<file path="src/rtl/execute_cc_stage_if.sv">
// rtl/execute_cc_stage_if.sv - execute-stage inputs and E->M register outputs
// The master drives the execute-stage side; the slave is the CC/pipeline block.
interface execute_cc_stage_if #(
  parameter int WIDTH = 32
);
  logic             e_valid;
  logic [3:0]       e_icode;
  logic [3:0]       e_ifun;
  logic [3:0]       e_alufun;
  logic [WIDTH-1:0] e_aluA;
  logic [WIDTH-1:0] e_aluB;
  logic [WIDTH-1:0] e_valE;
  logic [WIDTH-1:0] e_valA;
  logic [3:0]       e_dstE;
  logic [3:0]       e_dstM;
  logic             set_cc;
  logic             cc_inhibit;
  logic             m_stall;
  logic             m_bubble;
  logic [2:0]       cc;
  logic             e_cnd;
  logic             M_valid;
  logic [3:0]       M_icode;
  logic             M_cnd;
  logic [WIDTH-1:0] M_valE;
  logic [WIDTH-1:0] M_valA;
  logic [3:0]       M_dstE;
  logic [3:0]       M_dstM;

  modport master (
    output e_valid, e_icode, e_ifun, e_alufun, e_aluA, e_aluB, e_valE, e_valA,
           e_dstE, e_dstM, set_cc, cc_inhibit, m_stall, m_bubble,
    input  cc, e_cnd, M_valid, M_icode, M_cnd, M_valE, M_valA, M_dstE, M_dstM
  );

  modport slave (
    input  e_valid, e_icode, e_ifun, e_alufun, e_aluA, e_aluB, e_valE, e_valA,
           e_dstE, e_dstM, set_cc, cc_inhibit, m_stall, m_bubble,
    output cc, e_cnd, M_valid, M_icode, M_cnd, M_valE, M_valA, M_dstE, M_dstM
  );
endinterface

</file>
<file path="src/rtl/execute_cc_stage.sv">
// rtl/execute_cc_stage.sv - condition codes, branch/cmov condition, E->M register
// e_cnd is evaluated from the registered cc, never from the value being computed.
module execute_cc_stage #(
  parameter int         WIDTH   = 32,
  parameter logic [3:0] RNONE   = 4'hF,
  parameter logic [3:0] INOP    = 4'h1,
  parameter logic [3:0] IRRMOVQ = 4'h2
) (
  input logic clk,
  input logic rst,
  execute_cc_stage_if.slave bus
);

  logic [2:0] ccReg;
  logic       zf, sf, of;
  logic       aMsb, bMsb, rMsb;
  logic       newOf;
  logic       cnd;
  logic       ccUpdate;
  logic       loadNop;

  assign {zf, sf, of} = ccReg;
  assign aMsb = bus.e_aluA[WIDTH-1];
  assign bMsb = bus.e_aluB[WIDTH-1];
  assign rMsb = bus.e_valE[WIDTH-1];

  always_comb begin
    newOf = 1'b0;
    case (bus.e_alufun)
      4'd0:    newOf = (aMsb == bMsb) && (rMsb != aMsb);
      4'd1:    newOf = (aMsb != bMsb) && (rMsb != aMsb);
      default: newOf = 1'b0;
    endcase
  end

  always_comb begin
    cnd = 1'b0;
    case (bus.e_ifun)
      4'd0:    cnd = 1'b1;
      4'd1:    cnd = (sf ^ of) | zf;
      4'd2:    cnd = sf ^ of;
      4'd3:    cnd = zf;
      4'd4:    cnd = ~zf;
      4'd5:    cnd = ~(sf ^ of);
      4'd6:    cnd = ~(sf ^ of) & ~zf;
      default: cnd = 1'b0;
    endcase
  end

  assign ccUpdate = bus.e_valid & bus.set_cc & ~bus.cc_inhibit & ~bus.m_stall;
  // An invalid instruction enters the memory stage as a NOP, same as a bubble.
  assign loadNop  = ~bus.m_stall & (bus.m_bubble | ~bus.e_valid);

  always_ff @(posedge clk) begin
    if (rst) begin
      ccReg <= 3'b100;
    end else if (ccUpdate) begin
      ccReg <= {(bus.e_valE == '0), rMsb, newOf};
    end
  end

  always_ff @(posedge clk) begin
    if (rst || loadNop) begin
      bus.M_valid <= 1'b0;
      bus.M_icode <= INOP;
      bus.M_cnd   <= 1'b0;
      bus.M_valE  <= '0;
      bus.M_valA  <= '0;
      bus.M_dstE  <= RNONE;
      bus.M_dstM  <= RNONE;
    end else if (!bus.m_stall) begin
      bus.M_valid <= bus.e_valid;
      bus.M_icode <= bus.e_icode;
      bus.M_cnd   <= cnd;
      bus.M_valE  <= bus.e_valE;
      bus.M_valA  <= bus.e_valA;
      bus.M_dstE  <= (bus.e_icode == IRRMOVQ && !cnd) ? RNONE : bus.e_dstE;
      bus.M_dstM  <= bus.e_dstM;
    end
  end

  assign bus.cc    = ccReg;
  assign bus.e_cnd = cnd;

endmodule

</file>
<file path="src/flat_wrapper.sv">
// flat-port wrapper written by rule: the top's interface ports become plain ports
module execute_cc_stage_flat 
#(
  parameter int         WIDTH   = 32,
  parameter logic [3:0] RNONE   = 4'hF,
  parameter logic [3:0] INOP    = 4'h1,
  parameter logic [3:0] IRRMOVQ = 4'h2
)
  (clk, rst, bus_e_valid, bus_e_icode, bus_e_ifun, bus_e_alufun, bus_e_aluA, bus_e_aluB, bus_e_valE, bus_e_valA, bus_e_dstE, bus_e_dstM, bus_set_cc, bus_cc_inhibit, bus_m_stall, bus_m_bubble, bus_cc, bus_e_cnd, bus_M_valid, bus_M_icode, bus_M_cnd, bus_M_valE, bus_M_valA, bus_M_dstE, bus_M_dstM);
  execute_cc_stage_if #(.WIDTH(WIDTH)) bus_i ();
  input logic clk;
  input logic rst;
  input wire logic [$bits(bus_i.e_valid)-1:0] bus_e_valid;
  input wire logic [$bits(bus_i.e_icode)-1:0] bus_e_icode;
  input wire logic [$bits(bus_i.e_ifun)-1:0] bus_e_ifun;
  input wire logic [$bits(bus_i.e_alufun)-1:0] bus_e_alufun;
  input wire logic [$bits(bus_i.e_aluA)-1:0] bus_e_aluA;
  input wire logic [$bits(bus_i.e_aluB)-1:0] bus_e_aluB;
  input wire logic [$bits(bus_i.e_valE)-1:0] bus_e_valE;
  input wire logic [$bits(bus_i.e_valA)-1:0] bus_e_valA;
  input wire logic [$bits(bus_i.e_dstE)-1:0] bus_e_dstE;
  input wire logic [$bits(bus_i.e_dstM)-1:0] bus_e_dstM;
  input wire logic [$bits(bus_i.set_cc)-1:0] bus_set_cc;
  input wire logic [$bits(bus_i.cc_inhibit)-1:0] bus_cc_inhibit;
  input wire logic [$bits(bus_i.m_stall)-1:0] bus_m_stall;
  input wire logic [$bits(bus_i.m_bubble)-1:0] bus_m_bubble;
  output wire logic [$bits(bus_i.cc)-1:0] bus_cc;
  output wire logic [$bits(bus_i.e_cnd)-1:0] bus_e_cnd;
  output wire logic [$bits(bus_i.M_valid)-1:0] bus_M_valid;
  output wire logic [$bits(bus_i.M_icode)-1:0] bus_M_icode;
  output wire logic [$bits(bus_i.M_cnd)-1:0] bus_M_cnd;
  output wire logic [$bits(bus_i.M_valE)-1:0] bus_M_valE;
  output wire logic [$bits(bus_i.M_valA)-1:0] bus_M_valA;
  output wire logic [$bits(bus_i.M_dstE)-1:0] bus_M_dstE;
  output wire logic [$bits(bus_i.M_dstM)-1:0] bus_M_dstM;
  assign bus_i.e_valid = bus_e_valid;
  assign bus_i.e_icode = bus_e_icode;
  assign bus_i.e_ifun = bus_e_ifun;
  assign bus_i.e_alufun = bus_e_alufun;
  assign bus_i.e_aluA = bus_e_aluA;
  assign bus_i.e_aluB = bus_e_aluB;
  assign bus_i.e_valE = bus_e_valE;
  assign bus_i.e_valA = bus_e_valA;
  assign bus_i.e_dstE = bus_e_dstE;
  assign bus_i.e_dstM = bus_e_dstM;
  assign bus_i.set_cc = bus_set_cc;
  assign bus_i.cc_inhibit = bus_cc_inhibit;
  assign bus_i.m_stall = bus_m_stall;
  assign bus_i.m_bubble = bus_m_bubble;
  assign bus_cc = bus_i.cc;
  assign bus_e_cnd = bus_i.e_cnd;
  assign bus_M_valid = bus_i.M_valid;
  assign bus_M_icode = bus_i.M_icode;
  assign bus_M_cnd = bus_i.M_cnd;
  assign bus_M_valE = bus_i.M_valE;
  assign bus_M_valA = bus_i.M_valA;
  assign bus_M_dstE = bus_i.M_dstE;
  assign bus_M_dstM = bus_i.M_dstM;
  execute_cc_stage #(.WIDTH(WIDTH), .RNONE(RNONE), .INOP(INOP), .IRRMOVQ(IRRMOVQ)) u_core (.clk(clk), .rst(rst), .bus(bus_i));
endmodule
</file>
<file path="config.mk">
export PLATFORM = sky130hd
export DESIGN_NAME = execute_cc_stage_flat
export DESIGN_NICKNAME = d
export VERILOG_FILES = /design/src/rtl/execute_cc_stage_if.sv /design/src/rtl/execute_cc_stage.sv /design/src/flat_wrapper.sv
export SDC_FILE = /design/constraint.sdc
export NUM_CORES = 1
export LEC_CHECK = 0
export CORE_MARGIN = 2
export CORE_UTILIZATION = 36
export CTS_CLUSTER_DIAMETER = 150
export DETAILED_ROUTE_END_ITERATION = 7
export PLACE_DENSITY = 0.85
export REMOVE_ABC_BUFFERS = 1
export SLEW_MARGIN = 20
export SYNTH_ARGS = -nofsm -noshare
export SYNTH_HDL_FRONTEND = slang
export SYNTH_SLANG_ARGS = --single-unit
</file>
<file path="constraint.sdc">
create_clock -name clk -period 3.8 [get_ports clk]
set_clock_uncertainty 0.2 [all_clocks]
set_input_delay 0.57 -clock clk [delete_from_list [all_inputs] [get_ports clk]]
set_output_delay 0.57 -clock clk [all_outputs]
set_load 0.1 [all_outputs]
</file>
== Word level (Yosys, flattened, before mapping) ==
Index checks and enable logic that the tools add are counted.
Widths: inputs -> output; s select.

* Eq/ne operators: 11
* Mux-type cells: 3
* Bitwise gates (word level): 13
* Reduce and logical (&&, ||, !) cells: 8

{| class="wikitable"
|+ Operators with widths
! cell !! number
|-
| $logic_not 32->1 || 1
|-
| $eq 4x2->1 const B || 3
|-
| $eq 4x3->1 const B || 3
|-
| $eq 4x1->1 const B || 2
|-
| $logic_not 4->1 || 2
|-
| $pmux 1 s7 || 1
|-
| $and 1x1->1 || 5
|-
| $not 1->1 || 5
|-
| $mux 4 || 1
|-
| $logic_and 1x1->1 || 3
|-
| $ne 1x1->1 || 2
|-
| $or 1x1->1 || 2
|-
| $pmux 1 s2 || 1
|-
| $eq 1x1->1 || 1
|-
| $logic_not 1->1 || 1
|-
| $logic_or 1x1->1 || 1
|-
| $xor 1x1->1 || 1
|}

* Register bits after elaboration: 81
* Input port bits: 155
* Output and inout port bits: 82
* Logic and storage cells: 43

== Depth between registers and ports, before layout ==
* Depth after elaboration: 7
* Depth in mapped cells: 5
* Gate-level depth less buffers: 4

== Least setup slack after synthesis ==
No wires, ideal clock.

* Path type: register to output
* Start point: reg u_core.ccReg[0], in the netlist u_core.bus.cc[0]
* End point: out bus_e_cnd
* Arrival time: 2.423 ns
* Setup slack: 0.607 ns
* Cell stages (with the launch flop): 5
* Path buffers: 0
* Path through: dfxtp_1 -> xnor2_2 -> nor3b_1 -> a211oi_2 -> and2_1

* Word-level cells in the longest chain between the ends: 4
* Elaborated cells between the ends (all ways): 5

{| class="wikitable"
|+ RTL lines
! item !! line !! source
|-
| start, declared || execute_cc_stage.sv:14 || <nowiki>logic [2:0] ccReg;</nowiki>
|-
| start signal, assigned || execute_cc_stage.sv:58 || <nowiki>ccReg <= {(bus.e_valE == '0), rMsb, newOf};</nowiki>
|-
| $xor 1x1->1 (*) || n/a ||
|-
| $not 1->1 || execute_cc_stage.sv:44, execute_cc_stage.sv:45 ||
|-
| $and 1x1->1 || execute_cc_stage.sv:45 || <nowiki>4'd6: cnd = ~(sf ^ of) & ~zf;</nowiki>
|-
| $pmux 1 s7 (*) || execute_cc_stage.sv:38 || <nowiki>case (bus.e_ifun)</nowiki>
|-
| end, declared || flat_wrapper.sv:28 || <nowiki>output wire logic [$bits(bus_i.e_cnd)-1:0] bus_e_cnd;</nowiki>
|}

Mark *: on every way between the ends. The rest lies on a longest branch, timed or not.

== Worst setup path after layout ==
* Start point: in bus_e_ifun[0]
* End point: out bus_e_cnd

* Word-level cells in the longest chain between the ends: 2
* Elaborated cells between the ends (all ways): 8

{| class="wikitable"
|+ RTL lines
! item !! line !! source
|-
| start, declared || flat_wrapper.sv:15 || <nowiki>input wire logic [$bits(bus_i.e_ifun)-1:0] bus_e_ifun;</nowiki>
|-
| $eq 4x3->1, or another cell as far along || execute_cc_stage.sv:38 ||
|-
| $pmux 1 s7 (*) || execute_cc_stage.sv:38 ||
|}

Marks and branches as above.

==> flow_metrics.env <==
export IMPL_status="finished clean"
export IMPL_worst_slew_pin_slew_ps=1010
export IMPL_cp_cell_sequence="clkdlybuf4s50_1, nor2_1, nor3_1, a211oi_2, and2_1, buf_4"
export IMPL_postCtsHoldBufs=0
export IMPL_syn_to_final_growth_pct=64.4
export IMPL_arrival_ps=2130
export IMPL_clk_latency_ps=340
export IMPL_powerDensity_nw_per_um2=426
export IMPL_post_cts_buffers=0
export IMPL_die_w_um=97.2
export IMPL_slew_violations=0
export IMPL_critPathRequiredTime_ps=3030
export IMPL_grt_max_degree=49
export IMPL_switching_power_mw=0.718
export IMPL_synth_ff_latch_count=81
export IMPL_p_seq_share_pct=41.4
export IMPL_synth_top_cells_by_area="dfxtp_1 (52%), mux2i_1 (22%), nor2_1 (9.1%)"
export IMPL_cp_start_kind="input pin"
export IMPL_final_layout_size_suffix_gt1_share_pct=5.68
export IMPL_pwr_share_comb_pct=26.9
export IMPL_fmax_ghz=0.345
export IMPL_syn_inst=299
export IMPL_hold_path_class="reg -> reg"
export IMPL_htreeDepth=3
export IMPL_drtIter0Drc=45
export IMPL_cp_max_fo=6
export IMPL_fin_setup_tns_ps=0
export IMPL_finalHoldViolCount=0
export IMPL_antenna_cells=0
export IMPL_firstDrtPassIters=4
export IMPL_std_cell_rows=33
export IMPL_clock_root_buffer="clkbuf_8"
export IMPL_crit_type="in -> out"
export IMPL_power_frac_clock_pct=31.7
export IMPL_design_power_total_mw=2.19
export IMPL_viasPerCell=4.78
export IMPL_switching_share_pct=32.8
export IMPL_maxCapViolations=0
export IMPL_syn_area_sq_um=3130
export IMPL_core_area_sq_um=8300
export IMPL_wl_per_cell_um=14.7
export IMPL_first_global_vias=2893
export IMPL_layout_min_cycle_time_ps=2900
export IMPL_cts_resized_gates=0
export IMPL_ys_types=33
export IMPL_synth_async_reset_ratio_pct=0
export IMPL_placed_area_sq_um=4920
export IMPL_setup_viol=0
export IMPL_synthFlopType="dfxtp_1"
export IMPL_clockBufferDepth=2
export IMPL_cp_slowest_cell="clkdlybuf4s50_1"
export IMPL_drt_antenna_violating_nets=0
export IMPL_start_util_pct=37.7
export IMPL_fin_area_sq_um=5140
export IMPL_io_buffer_count=174
export IMPL_end_kind="primary output"
export IMPL_synth_edf_count=0
export IMPL_ios=237
export IMPL_cts_tree="done"
export IMPL_hpwl_um=6470
export IMPL_synth_top_area_share_pct=51.9
export IMPL_gr_usage_all_layers_pct=18.0
export IMPL_internal_power_mw=1.47
export IMPL_ys_warnings_count=0
export IMPL_dieArea_sq_um=9440
export IMPL_drc=0
export IMPL_avgSynthCellArea_sq_um=10.5
export IMPL_rsz0062_at_grt="no"
export IMPL_max_vdd_ir_drop_mv=0.265
export IMPL_max_slew_margin_pct=32.5
export IMPL_cts_clk_slew_worst_paths_ps=70
export IMPL_cts_sinks=81
export IMPL_grt_pass1_wl_um=14000
export IMPL_overflow=0
export IMPL_final_nets=626
export IMPL_grt_antenna_before_repair=0
export IMPL_critPathMaxStageDelay_ps=450
export IMPL_routabilityCongestion=0.779
export IMPL_wl_um=8510
export IMPL_vias=2772
export IMPL_leakagePower_nw=2.08
export IMPL_yosysTopAreaCell="dfxtp_1"
export IMPL_numCtsBuffers=9
export IMPL_timing_final_crit_share_pct=76.2
export IMPL_yosysSeqAreaShare_pct=51.9
export IMPL_dieHeight_um=97.2
-- worst max-delay path, delay by kind of cell --
kind                   cells  cell delay, ps
buffers and inverters      2             740
and+or+nand+nor            3             410
AOI/OAI and AO/OA          1             400
-- cells in the final DEF (no fill, tap or decap), drive strengths merged, types with 2 or more instances in the layout --
| cell type | instances |
|---|---|
| nor2b | 5 |
| nor2 | 77 |
| dfxtp | 81 |
| a31oi | 4 |
| nor4 | 9 |
| buf | 6 |
| nand4 | 2 |
| nor3 | 2 |
| a211o | 5 |
| bufinv | 2 |
| nand2b | 3 |
| clkdlybuf4s50 | 172 |
| and2b | 2 |
| mux2i | 70 |
| o32ai | 4 |
| nand2 | 2 |
| clkbuf | 10 |
| clkinvlp | 2 |
-- path summary, 6_finish.rpt --
kind,startpoint,end,slack (ps),cells after the start
min,u_core.bus.M_dstM[1],u_core.bus.M_dstM[1],270,1
max,bus_e_ifun[0],bus_e_cnd,900,6
min reg2reg,u_core.bus.M_dstM[1],u_core.bus.M_dstM[1],270,1
max reg2reg,u_core.bus.cc[1],u_core.bus.M_dstE[1],2290,4
-- cell usage after synthesis, drive strengths merged, types with 2 or more instances --
master,number
buf,17
and2b,2
nor2,77
nor2b,5
nand2b,3
o32ai,4
nand2,2
nor4,9
nor3,2
mux2i,70
nand4,2
dfxtp,81
a211o,5
a31oi,4
-- layout make-up --
cell class | count | area [sq um]
Fill cell | 731 | 3160
Multi-Input combinational cell | 200 | 1400
Clock inverter | 5 | 80.1
Tap cell | 105 | 131
Inverter | 1 | 3.75
Timing Repair Buffer | 178 | 1770
Sequential cell | 81 | 1620
Clock buffer | 10 | 138
-- flip-flops by register name, summed over array words and instances (netlist names) --
signal	flops
u_core.bus.M_valid	1
u_core.bus.M_valE	32
u_core.bus.M_cnd	1
u_core.bus.M_dstE	4
u_core.bus.M_valA	32
u_core.bus.cc	3
u_core.bus.M_icode	4
u_core.bus.M_dstM	4
-- per-stage QoR --
step                      hold slack (ps)  worst slack (ps)  util (%)  cells
after floorplan                       442              30.3         -    282
after global placement                246               919      59.3    565
after detailed placement              255               906      59.3    565
after CTS                             273               905      61.9    580
after global routing                  282               769      61.9    580
final                                 270               904      61.9    580
-- power groups by stage --
stage	combinational (mW)	sequential (mW)	clock [mW]
floorplan	0.0977	1.20	0
global placement	0.583	0.923	0
detailed placement	0.590	0.926	0
CTS	0.591	0.906	0.712
global route	0.614	0.911	0.753
finish	0.589	0.906	0.692
-- cells by family (layout without fill, tap and decap cells) --
family                    after synthesis  in the layout  share of synthesized area (%)
and+or+nand+nor                       107            107                           15.8
DFF                                    81             81                           51.9
muxes                                  70             70                           22.4
AOI/OAI and AO/OA                      21             21                           5.36
buffers and inverters                  18            194                           3.76
xor gates and xnor gates                2              2                          0.801
-- routing by layer --
| metal | GRT usage [%] | wire length [um] |
|---|---|---|
| met1 | 21.8 | 3590 |
| met2 | 30.0 | 4060 |
| met3 | 7.34 | 812 |
| met4 | 4.01 | 48 |
| met5 | 0 | 0 |
No activity file was read; power rests on OpenSTA's default activity.
